## config.mk

```make
export PLATFORM = sky130hd
export DESIGN_NAME = bypass_scoreboard_flat
export DESIGN_NICKNAME = d
export VERILOG_FILES = /design/src/rtl/pipeline_pkg.sv /design/src/rtl/bypass_scoreboard_if.sv /design/src/rtl/bypass_port_sel.sv /design/src/rtl/bypass_scoreboard.sv /design/src/flat_wrapper.sv
export SDC_FILE = /design/constraint.sdc
export NUM_CORES = 1
export LEC_CHECK = 0
export ABC_AREA = 0
export BUFFER_PORTS_ARGS = -buffer_cell sky130_fd_sc_hd__buf_2
export CORE_MARGIN = 2
export CORE_UTILIZATION = 45
export CTS_BUF_LIST = sky130_fd_sc_hd__clkbuf_4
export DETAILED_ROUTE_END_ITERATION = 10
export MAX_ROUTING_LAYER = met4
export PLACE_DENSITY = 0.76
export SLEW_MARGIN = 40
export SYNTH_ARGS = -nofsm -noshare
export SYNTH_HDL_FRONTEND = slang
export SYNTH_HIERARCHICAL = 1
export SYNTH_SLANG_ARGS = --single-unit
```

## constraint.sdc

```tcl
create_clock -name clock -period 2.6 [get_ports clock]
set_input_delay 0 -clock clock [delete_from_list [all_inputs] [get_ports clock]]
set_output_delay 0 -clock clock [all_outputs]
set_load 0.005 [all_outputs]
```

## src/rtl/pipeline_pkg.sv

```systemverilog
`default_nettype none
// ============================================================================
// Module      : pipeline_pkg
// Description : Shared pipeline constants for the decode-stage bypass logic.
//               Defines the stage index of each pipeline latch and the bit
//               layout helper for the flattened bypass_sel vector.
// Revision    : 1.0 - initial release
// ============================================================================
package pipeline_pkg;

  // Stage indices of the tracked pipeline latches; 0 is the youngest.
  localparam int unsigned STG_DX = 0;
  localparam int unsigned STG_XM = 1;
  localparam int unsigned STG_MW = 2;

  // Bit position of (port, stage) inside the flattened bypass_sel vector.
  function automatic int unsigned sel_idx(input int unsigned port,
                                          input int unsigned stage,
                                          input int unsigned num_stages);
    return port * num_stages + stage;
  endfunction

endpackage
`default_nettype wire

```

## src/rtl/bypass_scoreboard_if.sv

```systemverilog
`default_nettype none
// ============================================================================
// Module      : bypass_scoreboard_if
// Description : Decode-side bus of the bypass scoreboard. Carries the F/D
//               instruction description, pipeline hold/squash controls and
//               the bypass select / stall results.
//   master : drives issue_*, src_*, freeze, flush; observes results
//   slave  : the scoreboard; observes inputs, drives bypass_sel, stall,
//            stall_cnt
// Revision    : 1.0 - initial release
// ============================================================================
interface bypass_scoreboard_if #(
  parameter int NUM_STAGES   = 3,
  parameter int NUM_RD_PORTS = 2,
  parameter int REG_AW       = 5,
  parameter int CNT_W        = 16
);
  logic                             issue_valid;
  logic                             issue_wr_en;
  logic                             issue_is_load;
  logic [REG_AW-1:0]                issue_rd;
  logic [NUM_RD_PORTS*REG_AW-1:0]   src_addr;
  logic [NUM_RD_PORTS-1:0]          src_used;
  logic                             freeze;
  logic                             flush;
  logic [NUM_RD_PORTS*NUM_STAGES-1:0] bypass_sel;
  logic                             stall;
  logic [CNT_W-1:0]                 stall_cnt;

  modport master (
    output issue_valid, issue_wr_en, issue_is_load, issue_rd,
           src_addr, src_used, freeze, flush,
    input  bypass_sel, stall, stall_cnt
  );

  modport slave (
    input  issue_valid, issue_wr_en, issue_is_load, issue_rd,
           src_addr, src_used, freeze, flush,
    output bypass_sel, stall, stall_cnt
  );
endinterface
`default_nettype wire

```

## src/rtl/bypass_port_sel.sv

```systemverilog
`default_nettype none
// ============================================================================
// Module      : bypass_port_sel
// Description : Bypass select for one source operand. Compares the operand
//               against every shadow entry and keeps only the youngest
//               match. If that match is a load whose data is not yet
//               available, the select is suppressed and haz is raised.
//   src_addr/src_used/issue_valid : operand being decoded
//   v/rd/ld                       : shadow entries, index 0 youngest
//   sel                           : one-hot stage select or 0
//   haz                           : load-use hazard on this operand
// Revision    : 1.0 - initial release
// ============================================================================
module bypass_port_sel
  import pipeline_pkg::*;
#(
  parameter int NUM_STAGES     = 3,
  parameter int REG_AW         = 5,
  parameter int LOAD_RDY_STAGE = 2
) (
  input  logic [REG_AW-1:0]                  src_addr,
  input  logic                               src_used,
  input  logic                               issue_valid,
  input  logic [NUM_STAGES-1:0]              v,
  input  logic [NUM_STAGES-1:0][REG_AW-1:0]  rd,
  input  logic [NUM_STAGES-1:0]              ld,
  output logic [NUM_STAGES-1:0]              sel,
  output logic                               haz
);

  logic [NUM_STAGES-1:0] match;
  logic [NUM_STAGES-1:0] sel_raw;
  logic                  found;

  always_comb begin
    match   = '0;
    sel_raw = '0;
    haz     = 1'b0;
    found   = 1'b0;
    for (int i = 0; i < NUM_STAGES; i++) begin
      match[i] = src_used & v[i] & (rd[i] == src_addr) &
                 (src_addr != '0) & issue_valid;
    end
    // Scan from youngest; the first hit masks all older ones.
    for (int i = 0; i < NUM_STAGES; i++) begin
      if (match[i] && !found) begin
        found      = 1'b1;
        sel_raw[i] = 1'b1;
        haz        = ld[i] & (i < LOAD_RDY_STAGE);
      end
    end
    sel = haz ? '0 : sel_raw;
  end

endmodule
`default_nettype wire

```

## src/rtl/bypass_scoreboard.sv

```systemverilog
`default_nettype none
// ============================================================================
// Module      : bypass_scoreboard
// Description : Decode-stage bypass scoreboard. Holds a shadow of the
//               destination register of each tracked pipeline latch, drives
//               one-hot bypass selects per source operand (youngest match
//               wins), detects load-use hazards and counts stall cycles.
//   clock : rising-edge clock
//   reset : asynchronous, active-high
//   bus   : slave side of bypass_scoreboard_if (F/D instruction in,
//           bypass_sel / stall / stall_cnt out)
// Revision    : 1.0 - initial release
// ============================================================================
module bypass_scoreboard
  import pipeline_pkg::*;
#(
  parameter int NUM_STAGES     = 3,
  parameter int NUM_RD_PORTS   = 2,
  parameter int REG_AW         = 5,
  parameter int LOAD_RDY_STAGE = 2,
  parameter int CNT_W          = 16
) (
  input  logic                clock,
  input  logic                reset,
  bypass_scoreboard_if.slave  bus
);

  // Shadow of in-flight destinations. v is only ever set for real
  // register writes (wr_en and rd != 0), so r0 and non-writers never match.
  logic [NUM_STAGES-1:0]             v_q;
  logic [NUM_STAGES-1:0][REG_AW-1:0] rd_q;
  logic [NUM_STAGES-1:0]             ld_q;
  logic [CNT_W-1:0]                  stall_cnt_q;

  logic [NUM_RD_PORTS-1:0][NUM_STAGES-1:0] port_sel;
  logic [NUM_RD_PORTS-1:0]                 port_haz;
  logic                                    stall;

  for (genvar p = 0; p < NUM_RD_PORTS; p++) begin : g_port
    bypass_port_sel #(
      .NUM_STAGES     (NUM_STAGES),
      .REG_AW         (REG_AW),
      .LOAD_RDY_STAGE (LOAD_RDY_STAGE)
    ) u_port_sel (
      .src_addr    (bus.src_addr[p*REG_AW +: REG_AW]),
      .src_used    (bus.src_used[p]),
      .issue_valid (bus.issue_valid),
      .v           (v_q),
      .rd          (rd_q),
      .ld          (ld_q),
      .sel         (port_sel[p]),
      .haz         (port_haz[p])
    );
  end

  // A squashed F/D instruction cannot cause a hazard.
  assign stall = (|port_haz) & ~bus.flush;

  always_comb begin
    bus.bypass_sel = '0;
    for (int p = 0; p < NUM_RD_PORTS; p++) begin
      for (int i = 0; i < NUM_STAGES; i++) begin
        bus.bypass_sel[sel_idx(p, i, NUM_STAGES)] = port_sel[p][i];
      end
    end
  end

  assign bus.stall     = stall;
  assign bus.stall_cnt = stall_cnt_q;

  // Shadow shift register. Freeze holds everything; otherwise every entry
  // ages by one stage and the oldest falls off. Flush or stall inject a
  // bubble at stage 0 instead of the F/D instruction.
  always_ff @(posedge clock or posedge reset) begin
    if (reset) begin
      v_q  <= '0;
      rd_q <= '0;
      ld_q <= '0;
    end else if (!bus.freeze) begin
      for (int i = 1; i < NUM_STAGES; i++) begin
        v_q[i]  <= v_q[i-1];
        rd_q[i] <= rd_q[i-1];
        ld_q[i] <= ld_q[i-1];
      end
      if (bus.flush || stall) begin
        v_q[STG_DX]  <= 1'b0;
        rd_q[STG_DX] <= '0;
        ld_q[STG_DX] <= 1'b0;
      end else begin
        v_q[STG_DX]  <= bus.issue_valid & bus.issue_wr_en & (bus.issue_rd != '0);
        rd_q[STG_DX] <= bus.issue_rd;
        ld_q[STG_DX] <= bus.issue_is_load & bus.issue_valid;
      end
    end
  end

  // Saturating stall-cycle counter; frozen cycles are not counted.
  always_ff @(posedge clock or posedge reset) begin
    if (reset) begin
      stall_cnt_q <= '0;
    end else if (stall && !bus.freeze && (stall_cnt_q != {CNT_W{1'b1}})) begin
      stall_cnt_q <= stall_cnt_q + CNT_W'(1);
    end
  end

endmodule
`default_nettype wire

```

## src/flat_wrapper.sv

```systemverilog
// flat-port wrapper written by rule: the top's interface ports become plain ports
module bypass_scoreboard_flat import pipeline_pkg::*;
#(
  parameter int NUM_STAGES     = 3,
  parameter int NUM_RD_PORTS   = 2,
  parameter int REG_AW         = 5,
  parameter int LOAD_RDY_STAGE = 2,
  parameter int CNT_W          = 16
)
  (clock, reset, bus_issue_valid, bus_issue_wr_en, bus_issue_is_load, bus_issue_rd, bus_src_addr, bus_src_used, bus_freeze, bus_flush, bus_bypass_sel, bus_stall, bus_stall_cnt);
  bypass_scoreboard_if #(.NUM_STAGES(NUM_STAGES), .NUM_RD_PORTS(NUM_RD_PORTS), .REG_AW(REG_AW), .CNT_W(CNT_W)) bus_i ();
  input  logic clock;
  input  logic reset;
  input wire logic [$bits(bus_i.issue_valid)-1:0] bus_issue_valid;
  input wire logic [$bits(bus_i.issue_wr_en)-1:0] bus_issue_wr_en;
  input wire logic [$bits(bus_i.issue_is_load)-1:0] bus_issue_is_load;
  input wire logic [$bits(bus_i.issue_rd)-1:0] bus_issue_rd;
  input wire logic [$bits(bus_i.src_addr)-1:0] bus_src_addr;
  input wire logic [$bits(bus_i.src_used)-1:0] bus_src_used;
  input wire logic [$bits(bus_i.freeze)-1:0] bus_freeze;
  input wire logic [$bits(bus_i.flush)-1:0] bus_flush;
  output wire logic [$bits(bus_i.bypass_sel)-1:0] bus_bypass_sel;
  output wire logic [$bits(bus_i.stall)-1:0] bus_stall;
  output wire logic [$bits(bus_i.stall_cnt)-1:0] bus_stall_cnt;
  assign bus_i.issue_valid = bus_issue_valid;
  assign bus_i.issue_wr_en = bus_issue_wr_en;
  assign bus_i.issue_is_load = bus_issue_is_load;
  assign bus_i.issue_rd = bus_issue_rd;
  assign bus_i.src_addr = bus_src_addr;
  assign bus_i.src_used = bus_src_used;
  assign bus_i.freeze = bus_freeze;
  assign bus_i.flush = bus_flush;
  assign bus_bypass_sel = bus_i.bypass_sel;
  assign bus_stall = bus_i.stall;
  assign bus_stall_cnt = bus_i.stall_cnt;
  bypass_scoreboard #(.NUM_STAGES(NUM_STAGES), .NUM_RD_PORTS(NUM_RD_PORTS), .REG_AW(REG_AW), .LOAD_RDY_STAGE(LOAD_RDY_STAGE), .CNT_W(CNT_W)) u_core (.clock(clock), .reset(reset), .bus(bus_i));
endmodule
```

==> results.md, run 1 <==
* Die W at 72.8 µm
* H-tree depth at 2
* Post-route ant nets at 0
* Cells after Synth at 186
* IO Pins at 47
* Critical path fanouts, max at 4
* Layout cell share with drive strength beyond 1 at 37.3%
* Status: finished clean
* Worst Tran Pin Value at 0.479 ns
* Final Hold Fails at 0
* DIE HEIGHT at 72.8 µm
* Post-DP HPWL at 3580 µm
* Via count at 1,722
* Pwr per Cell Area at 430 mW/mm²
* Comb pwr share at 17.1%
* Sw frac at 29.6%
* Net count after synthesis at 211
* Starting Density at 46.0%
* Max_cap viols at 0
* Synth warn at 6
* Initial DRT Pass Iterations at 4
* Vias in the first global route at 1,694
* Diode count at 0
* Tmin final at 2.49 ns
* Clock power share at 26.6%
* Pwr Total at 1.13 mW
* DR vias/cell at 5.63
* Net count, final at 276
* Routed len/inst at 16.1 µm
* Mapped Area at 0.00213 mm²
* Initial antenna violation count at 0
* WP data required at 2.84 ns
* Worst clock skew at 0.00347 ns
* Setup TNS at 0 ns
* Max-slew headroom at 67.8%
* Commonest non-fill, non-tap cell in the layout: buf_2
* IO buf count at 46
* Crit end category: flip-flop
* Leakage at 1.28 nW
* Core Footprint at 0.00463 mm²
* Layout Utilization at 56.5%
* Total clock sinks at 36
* Most frequent cells in the layout: buf_2, dfrtp_1, xnor2_1
* P_int at 0.793 mW
* R2R Path Start: u_core/rd_q[2]
* Post-route DRC at 0
* Cts bufs inserted at 5
* Hold WC Path Type: in -> reg
* Startpoint Class: flip-flop
* CTS tree: yes
* Clk pin slew, worst setup/hold paths at 0.11 ns
* Routed wire length at 4930 µm
* CTS Buffer Depth at 2
* Die Area at 0.00530 mm²
* Hold_sp: bus_freeze
* All-layer global routing usage at 20.2%
* Reg power frac at 56.3%
* Reg2Reg Depth at 8
* CTS root buf: clkbuf_4
* FP Rows at 25
* Area growth, synth to finish at 22.8%
* Crit path from: u_core/rd_q[2]
* Largest net degree at the start of global routing at 37
* Worst vdd ir at 0.258 mV
* Final slew viol count at 0
* Drt initial violations at 82
* First-pass GRT wire length at 8000 µm
* Final setup fails at 0
* Critical path type: reg -> reg
* WHS Endpoint: u_core/v_q[0]
* Worst hold path stage count at 3
* RR Endpoint: u_core/bus.stall_cnt[12]
* Clk Latency, worst-skew pair at 0.34 ns
* Crit path arrival time at 2.72 ns
* Syn Area/Cell at 11.5 µm²
* Final RePlAce weighted congestion at 0.957
* Setup slack, reg-to-reg at 0.11 ns
* Switch Pwr at 0.333 mW
* Fmax at 402 MHz
* Total grt overflow at 0
* Period utilisation layout at 95.6%
-- how the worst max path moves through the flow --
stage / to / cells after the start / slack [ns]
2_1_floorplan: u_core/bus.stall_cnt[14] / 8 / 0.29
3_3_place_gp: u_core/bus.stall_cnt[14] / 8 / 0.15
3_5_place_dp: u_core/bus.stall_cnt[14] / 8 / 0.11
4_1_cts: u_core/bus.stall_cnt[14] / 8 / 0.08
5_1_grt: u_core/bus.stall_cnt[12] / 8 / -0.01
6_report: u_core/bus.stall_cnt[12] / 8 / 0.11
-- state kept, by name (all words and copies together) (netlist names) --
signal and cells:
u_core/bus.stall_cnt 16, u_core/rd_q 15, u_core/v_q 3, u_core/ld_q 2
-- critical path, cell delays in order, from the launching register on --
cell and delay, ns:
dfrtp_1 0.45, xnor2_1 0.21, nand4_1 0.19, nor3_4 0.23, mux2_4 0.20, nor2_2 0.04
or4b_4 0.55, nor2_1 0.16, mux2_1 0.34
-- metal layers --
| metal | share of wire, % | GRT usage, % | routed length, µm | up-vias |
|---|---|---|---|---|
| li1 | - | - | - | 809 |
| met1 | 45 | 25.7 | 2240 | 853 |
| met2 | 50 | 33.0 | 2480 | 50 |
| met3 | 3.0 | 3.45 | 149 | 10 |
| met4 | 1.3 | 6.17 | 66 | 0 |
| met5 | 0 | - | 0 | - |
-- what timing repair did --
| item | 4_1_cts | 5_1_grt |
|---|---|---|
| resized for setup | 0 | 2 |
| endpoints found under the hold margin | 43 | 0 |
| setup endpoints to repair | 0 | 10 |
| hold buffers | 9 | 0 |
| buffers inserted | 0 | 2 |
-- cell type report --
class	count	area [µm²]
fill	413	2010
multi-input combinational	147	1230
sequential	36	901
timing repair buffer	60	358
tap	54	67.6
clock buffer	5	37.5
clock inverter	3	18.8
inverter	1	3.75
-- power groups by stage --
stage                     clock (mW)  combinational, mW  sequential (mW)
after floorplan                    0              0.120            0.632
after global routing           0.337              0.208            0.640
after CTS                      0.319              0.188            0.633
after detailed placement           0              0.178            0.644
after global placement             0              0.173            0.642
final                          0.300              0.192            0.634
-- metrics by stage --
| stage | setup WS [ns] | area (µm²) | hold WS (ns) | std cells |
|---|---|---|---|---|
| global route | -0.0109 | 2620 | 0.126 | 306 |
| detailed placement | 0.110 | 2440 | 0.129 | 287 |
| global placement | 0.145 | 2440 | 0.130 | 287 |
| floorplan | 0.291 | 2130 | 0.0311 | 186 |
| finish | 0.114 | 2620 | 0.105 | 306 |
| CTS | 0.0778 | 2590 | 0.0764 | 304 |
Power figures use the tool's default switching activity.
==> inputs of run 2 (changes only) <==
--- a/config.mk
+++ b/config.mk
@@ -7,12 +7,13 @@
 export LEC_CHECK = 0
 export ABC_AREA = 0
 export BUFFER_PORTS_ARGS = -buffer_cell sky130_fd_sc_hd__buf_2
-export CORE_MARGIN = 2
+export CORE_MARGIN = 5
 export CORE_UTILIZATION = 45
 export CTS_BUF_LIST = sky130_fd_sc_hd__clkbuf_4
 export DETAILED_ROUTE_END_ITERATION = 10
 export MAX_ROUTING_LAYER = met4
 export PLACE_DENSITY = 0.76
+export REMOVE_ABC_BUFFERS = 1
 export SLEW_MARGIN = 40
 export SYNTH_ARGS = -nofsm -noshare
 export SYNTH_HDL_FRONTEND = slang
==> run 2 against run 1 <==
- clock-buffer cell count unchanged
- total power down 1.6%
- clock power down 4%
- sequential power hardly changed
- cell count fell by 1.3%
- combinational power shrank 2%
- critical path depth stayed put
- largest cell class unchanged
- largest power group unchanged
- highest routed layer unchanged
==> results.md, run 2 (synthesized netlist as in run 1, its figures left out) <==
* Status: finished clean
* Crit end category: flip-flop
* Post-route DRC at 0 (unchanged)
* Max-slew headroom at 53.7% (-14 points)
* FP Rows at 25 (unchanged)
* Period utilisation layout at 94.3% (-1.3 points)
* Core Footprint at 0.00466 mm² (+0.68%)
* Fmax at 408 MHz (+1.4%)
* Setup bufs post-CTS at 0 (unchanged)
* Commonest non-fill, non-tap cell in the layout: buf_2
* Diode count at 0 (unchanged)
* Pwr per Cell Area at 426 mW/mm² (-0.96%)
* CTS Buffer Depth at 2 (unchanged)
* Max_cap viols at 0 (unchanged)
* Critical path fanouts, max at 4 (unchanged)
* Final RePlAce weighted congestion at 0.902 (-5.8%)
* Critical path type: reg -> reg
* DR vias/cell at 5.48 (-2.6%)
* Starting Density at 45.7% (-0.31 points)
* Worst clock skew at 0.0146 ns (+0.0112 ns)
* Worst slack at placement at 0.0952 ns (-0.0144 ns)
* Clk Latency, worst-skew pair at 0.35 ns (about the same)
* Most frequent cells in the layout: buf_2, dfrtp_1, xnor2_1
* IO Pins at 47 (unchanged)
* Net count, final at 273 (-1.1%)
* Initial DRT Pass Iterations at 4 (unchanged)
* Clk pin slew, worst setup/hold paths at 0.12 ns (about the same)
* First-pass GRT wire length at 8310 µm (+3.9%)
* All-layer global routing usage at 17.4% (-2.8 points)
* Hold WC Path Type: in -> reg
* WP data required at 2.85 ns (about the same)
* Max reg flops at 16 (unchanged)
* Final Hold Fails at 0 (unchanged)
* CTS tree: yes
* RSZ-0062 raised after global routing: true
* Worst Tran Pin Value at 0.691 ns (+0.211 ns)
* Layout cell share with drive strength beyond 1 at 38.3% (+1.0 points)
* IO buf count at 46 (unchanged)
* Die W at 78.8 µm (+8.2%)
* Drt initial violations at 93 (+13%)
* Reg2Reg Depth at 8 (unchanged)
* Routed wire length at 4880 µm (-1.0%)
* Die Area at 0.00621 mm² (+17%)
* Placement Cell Area at 0.00244 mm² (unchanged)
* CTS root buf: clkbuf_4
* Tmin final at 2.45 ns (-0.0344 ns)
* Worst hold path stage count at 3 (unchanged)
* Post-DP HPWL at 3730 µm (+4.1%)
* Leakage at 1.27 nW (-1.1%)
* Worst vdd ir at 0.240 mV (-7.0%)
* H-tree depth at 2 (unchanged)
* Via count at 1,656 (-3.8%)
* Post-route ant nets at 0 (unchanged)
* Setup slack, reg-to-reg at 0.15 ns (+0.03 ns)
* Routed len/inst at 16.2 µm (+0.28%)
* Fin worst setup slack at 0.148 ns (+0.0344 ns)
* Cts bufs inserted at 5 (unchanged)
* Vias in the first global route at 1,733 (+2.3%)
* Final slew viol count at 0 (unchanged)
* Largest net degree at the start of global routing at 24 (-35%)
* Initial antenna violation count at 0 (unchanged)
* Total grt overflow at 0 (unchanged)
* Fin area at 0.00260 mm² (-0.62%)
* Final setup fails at 0 (unchanged)
* DIE HEIGHT at 78.8 µm (+8.2%)
* Area growth, synth to finish at 22.1%
* Total clock sinks at 36 (unchanged)
* Crit path arrival time at 2.70 ns (-0.02 ns)
* Startpoint Class: flip-flop
==> run 2: cell type report <==
cell class,instances,area (µm²)
well taps,54,67.6
repair buffers,57,333
flip-flops and latches,36,901
inverters,1,3.75
clock buffers,5,37.5
clock inverters,2,12.5
fillers,394,2060
multi-input cells,147,1250
==> run 2: worst max-delay path, cell delays in order (launching register included) <==
cell,delay [ns]
dfrtp_1,0.44
xnor2_1,0.18
nand4_1,0.22
nor3_4,0.24
mux2_4,0.20
nor2_2,0.05
or4b_4,0.55
nor2_1,0.14
mux2_1,0.33
==> run 2: path summary, 6_finish.rpt <==
kind	from	end
worst max-delay path	u_core/rd_q[2]	u_core/bus.stall_cnt[14]
worst min-delay path	bus_issue_valid	u_core/v_q[0]
worst max register to register	u_core/rd_q[2]	u_core/bus.stall_cnt[14]
worst min register to register	u_core/bus.stall_cnt[7]	u_core/bus.stall_cnt[7]
max in group asynchronous	reset	u_core/bus.stall_cnt[3]
min in group asynchronous	reset	u_core/v_q[1]
==> run 2: where the power goes <==
group          total (mW)  switching, mW  internal [mW]
registers           0.634         0.0427          0.591
logic               0.188         0.0893         0.0984
clock network       0.287          0.189         0.0985
total                1.11          0.321          0.788
==> run 2: timing repair <==
action / 4_1_cts / 5_1_grt
hold endpoints to repair: 25 / 0
setup endpoints to repair: 0 / 9
resized for setup: 0 / 5
hold buffers: 8 / 0
==> run 2: routing by layer <==
layer | wire [µm] | GRT usage, % | part of all wire, %
met5 | 0 | - | 0
met4 | 101 | 8.42 | 2.1
met3 | 161 | 3.29 | 3.3
met2 | 2500 | 28.8 | 51
met1 | 2120 | 20.6 | 43
==> run 2: through the flow <==
stage	util, %	total power [mW]	hold slack, ns	cells	TNS, ns
6_report	55.8	1.11	0.0192	302	0
5_1_grt	55.8	1.16	0.0303	302	-0.0128
4_1_cts	55.2	1.12	0.00478	302	0
3_5_place_dp	52.4	0.821	0.156	287	0
3_3_place_gp	52.4	0.816	0.154	287	0
2_1_floorplan	-	0.748	0.0311	184	0
==> inputs of run 3 (changes only) <==
==> constraint.sdc (replaced) <==
create_clock -name clock -period 3.01 [get_ports clock]
set_input_delay 0 -clock clock [delete_from_list [all_inputs] [get_ports clock]]
set_output_delay 0 -clock clock [all_outputs]
set_load 0.005 [all_outputs]
==> run 3 against run 2 <==
- non-clock buffer count is 1 lower
- global-route usage is 0.69 points lower
- design area is 1.2% lower
- critical path depth stayed put
- core utilization is 0.67 points lower
- first-iteration DRC count is 19% higher
- largest cell class unchanged
- largest power group unchanged
- highest routed layer unchanged
==> results.md, run 3 (synthesized netlist as in run 1, its figures left out) <==
* Core Footprint at 0.00466 mm² (unchanged)
* Switch Pwr at 0.269 mW (-16%)
* Critical path fanouts, max at 4 (unchanged)
* Die Area at 0.00621 mm² (unchanged)
* Max_cap viols at 0 (unchanged)
* Filler cells at 394 (unchanged)
* Worst clock skew at 0.00942 ns (-0.00521 ns)
* Multi-input gate area at 0.00122 mm² (-2.2%)
* Most frequent cells in the layout: buf_2, dfrtp_1, xnor2_1
* Routed len/inst at 16.0 µm (-1.2%)
* Post-route ant nets at 0 (unchanged)
* WP data required at 3.24 ns (+0.39 ns)
* Commonest non-fill, non-tap cell in the layout: buf_2
* Layout cell share with drive strength beyond 1 at 36.3% (-2.0 points)
* First-pass GRT wire length at 8000 µm (-3.7%)
* Cts bufs inserted at 5 (unchanged)
* Initial antenna violation count at 0 (unchanged)
* FP Rows at 25 (unchanged)
* Seq. cell area at 901 µm² (unchanged)
* Diode count at 0 (unchanged)
* Worst Tran Pin Value at 0.546 ns (-0.145 ns)
* Area growth, synth to finish at 20.6%
* Clk Latency, worst-skew pair at 0.33 ns (-0.02 ns)
* Initial DRT Pass Iterations at 4 (unchanged)
* Fmax at 386 MHz (-5.4%)
* Worst vdd ir at 0.199 mV (-17%)
* Post-DP HPWL at 3690 µm (-1.2%)
* Crit path arrival time at 2.82 ns (+0.12 ns)
* Final setup fails at 0 (unchanged)
* Max reg flops at 16 (unchanged)
* All-layer global routing usage at 16.8% (-0.69 points)
* Fin worst setup slack at 0.418 ns (+0.270 ns)
* Sw frac at 28.3% (-0.64 points)
* CTS root buf: clkbuf_4
* Startpoint Class: flip-flop
* IO Pins at 47 (unchanged)
* Total grt overflow at 0 (unchanged)
* Pwr per Cell Area at 369 mW/mm² (-13%)
* Period utilisation layout at 86.1% (-8.2 points)
* IO buf count at 46 (unchanged)
* RSZ-0062 raised after global routing: false
* Via count at 1,677 (+1.3%)
* Worst slack at placement at 0.467 ns (+0.371 ns)
* Crit end category: flip-flop
* Total clock sinks at 36 (unchanged)
* Final RePlAce weighted congestion at 0.923 (+2.4%)
* Net count, final at 272 (-0.37%)
* Tmin final at 2.59 ns (+0.140 ns)
* Status: finished clean
* Final slew viol count at 0 (unchanged)
* Routed wire length at 4830 µm (-1.2%)
* H-tree depth at 2 (unchanged)
* DR vias/cell at 5.55 (+1.3%)
* Max-slew headroom at 63.3% (+9.7 points)
* CTS Buffer Depth at 2 (unchanged)
* CTS tree: yes
* Critical path type: reg -> reg
* Starting Density at 45.7% (unchanged)
* Final Hold Fails at 0 (unchanged)
* DIE HEIGHT at 78.8 µm (unchanged)
* Setup TNS at 0 ns (unchanged)
* Hold WC Path Type: in -> reg
* Layout Utilization at 55.1% (-0.67 points)
* Drt initial violations at 111 (+19%)
* CP peak stage delay at 0.55 ns (about the same)
* P_int at 0.681 mW (-14%)
* Clock power share at 25.3% (-0.6 points)
* Comb pwr share at 17.1% (+0.2 points)
* Clk pin slew, worst setup/hold paths at 0.11 ns (about the same)
* Crit-path cells: xnor2_1, nand4_1, nor3_2, mux2_4, nor2_2, or4b_4, nor2_1, mux2_1
* Post-route DRC at 0 (unchanged)
* Die W at 78.8 µm (unchanged)
* Reg power frac at 57.6% (+0.4 points)
* Setup bufs post-CTS at 0 (unchanged)
* CP max-delay cell: or4b_4
* Vias in the first global route at 1,703 (-1.7%)
* Largest net degree at the start of global routing at 37 (+54%)
* Leakage at 1.25 nW (-1.5%)
==> run 3: changes by cell type in the layout (fill, tap and decap cells not counted), sizes merged <==
| cell | previous run | this run |
|---|---|---|
| dlygate4sd3 | 8 | 9 |
| clkinvlp | 1 | 0 |
| inv | 0 | 1 |
| clkinv | 2 | 3 |
| buf | 49 | 47 |
==> run 3: power groups by stage <==
stage / registers (mW) / clock network [mW] / logic, mW
after floorplan: 0.546 / 0 / 0.100
after global placement: 0.555 / 0 / 0.151
after detailed placement: 0.556 / 0 / 0.154
after CTS: 0.547 / 0.251 / 0.163
after global routing: 0.551 / 0.279 / 0.178
final: 0.547 / 0.240 / 0.162
==> run 3: final timing paths <==
| path | startpoint | end | slack (ns) | cells after the start |
|---|---|---|---|---|
| hold reg to reg | u_core/bus.stall_cnt[15] | u_core/bus.stall_cnt[15] | 0.53 | 1 |
| setup reg to reg | u_core/rd_q[2] | u_core/bus.stall_cnt[14] | 0.42 | 8 |
| max in group asynchronous | reset | u_core/rd_q[3] | 2.39 | 4 |
| hold / removal | bus_flush | u_core/v_q[0] | 0.09 | 4 |
| setup / recovery | u_core/rd_q[2] | u_core/bus.stall_cnt[14] | 0.42 | 8 |
| min in group asynchronous | reset | u_core/rd_q[2] | 0.30 | 4 |
==> run 3: routing by layer <==
metal | vias to the layer above | wire length, µm | global-route usage, %
met4 | 0 | 87 | 6.36
li1 | 813 | - | -
met2 | 39 | 2490 | 28.2
met3 | 8 | 175 | 3.85
met5 | - | 0 | -
met1 | 817 | 2070 | 19.6
==> run 3: layout make-up <==
cell class,instances,share of cell area [%]
flip-flops and latches,36,35.1
multi-input cells,147,47.4
repair buffers,56,12.8
well taps,54,2.63
clock inverters,3,0.536
clock buffers,5,1.46
inverters,1,0.146
==> run 3: stage by stage <==
| step | cells | hold WS [ns] | power [mW] | cell area (µm²) |
|---|---|---|---|---|
| after detailed placement | 285 | 0.123 | 0.710 | 2430 |
| after floorplan | 184 | 0.0311 | 0.646 | 2120 |
| final | 302 | 0.0854 | 0.950 | 2570 |
| after global routing | 302 | 0.0893 | 1.01 | 2570 |
| after CTS | 302 | 0.0611 | 0.961 | 2570 |
| after global placement | 285 | 0.126 | 0.706 | 2430 |
==> run 3: repair_timing <==
item / 4_1_cts / 5_1_grt
resized for setup: 0 / 0
hold buffers: 9 / 0
endpoints found under the hold margin: 43 / 0
==> run 3: critical path, delay by kind of cell, from the launching register on <==
kind / cells / cell delay [ns]
xor+xnor: 1 / 0.21
simple gates: 5 / 1.23
flops: 1 / 0.46
mux: 2 / 0.56
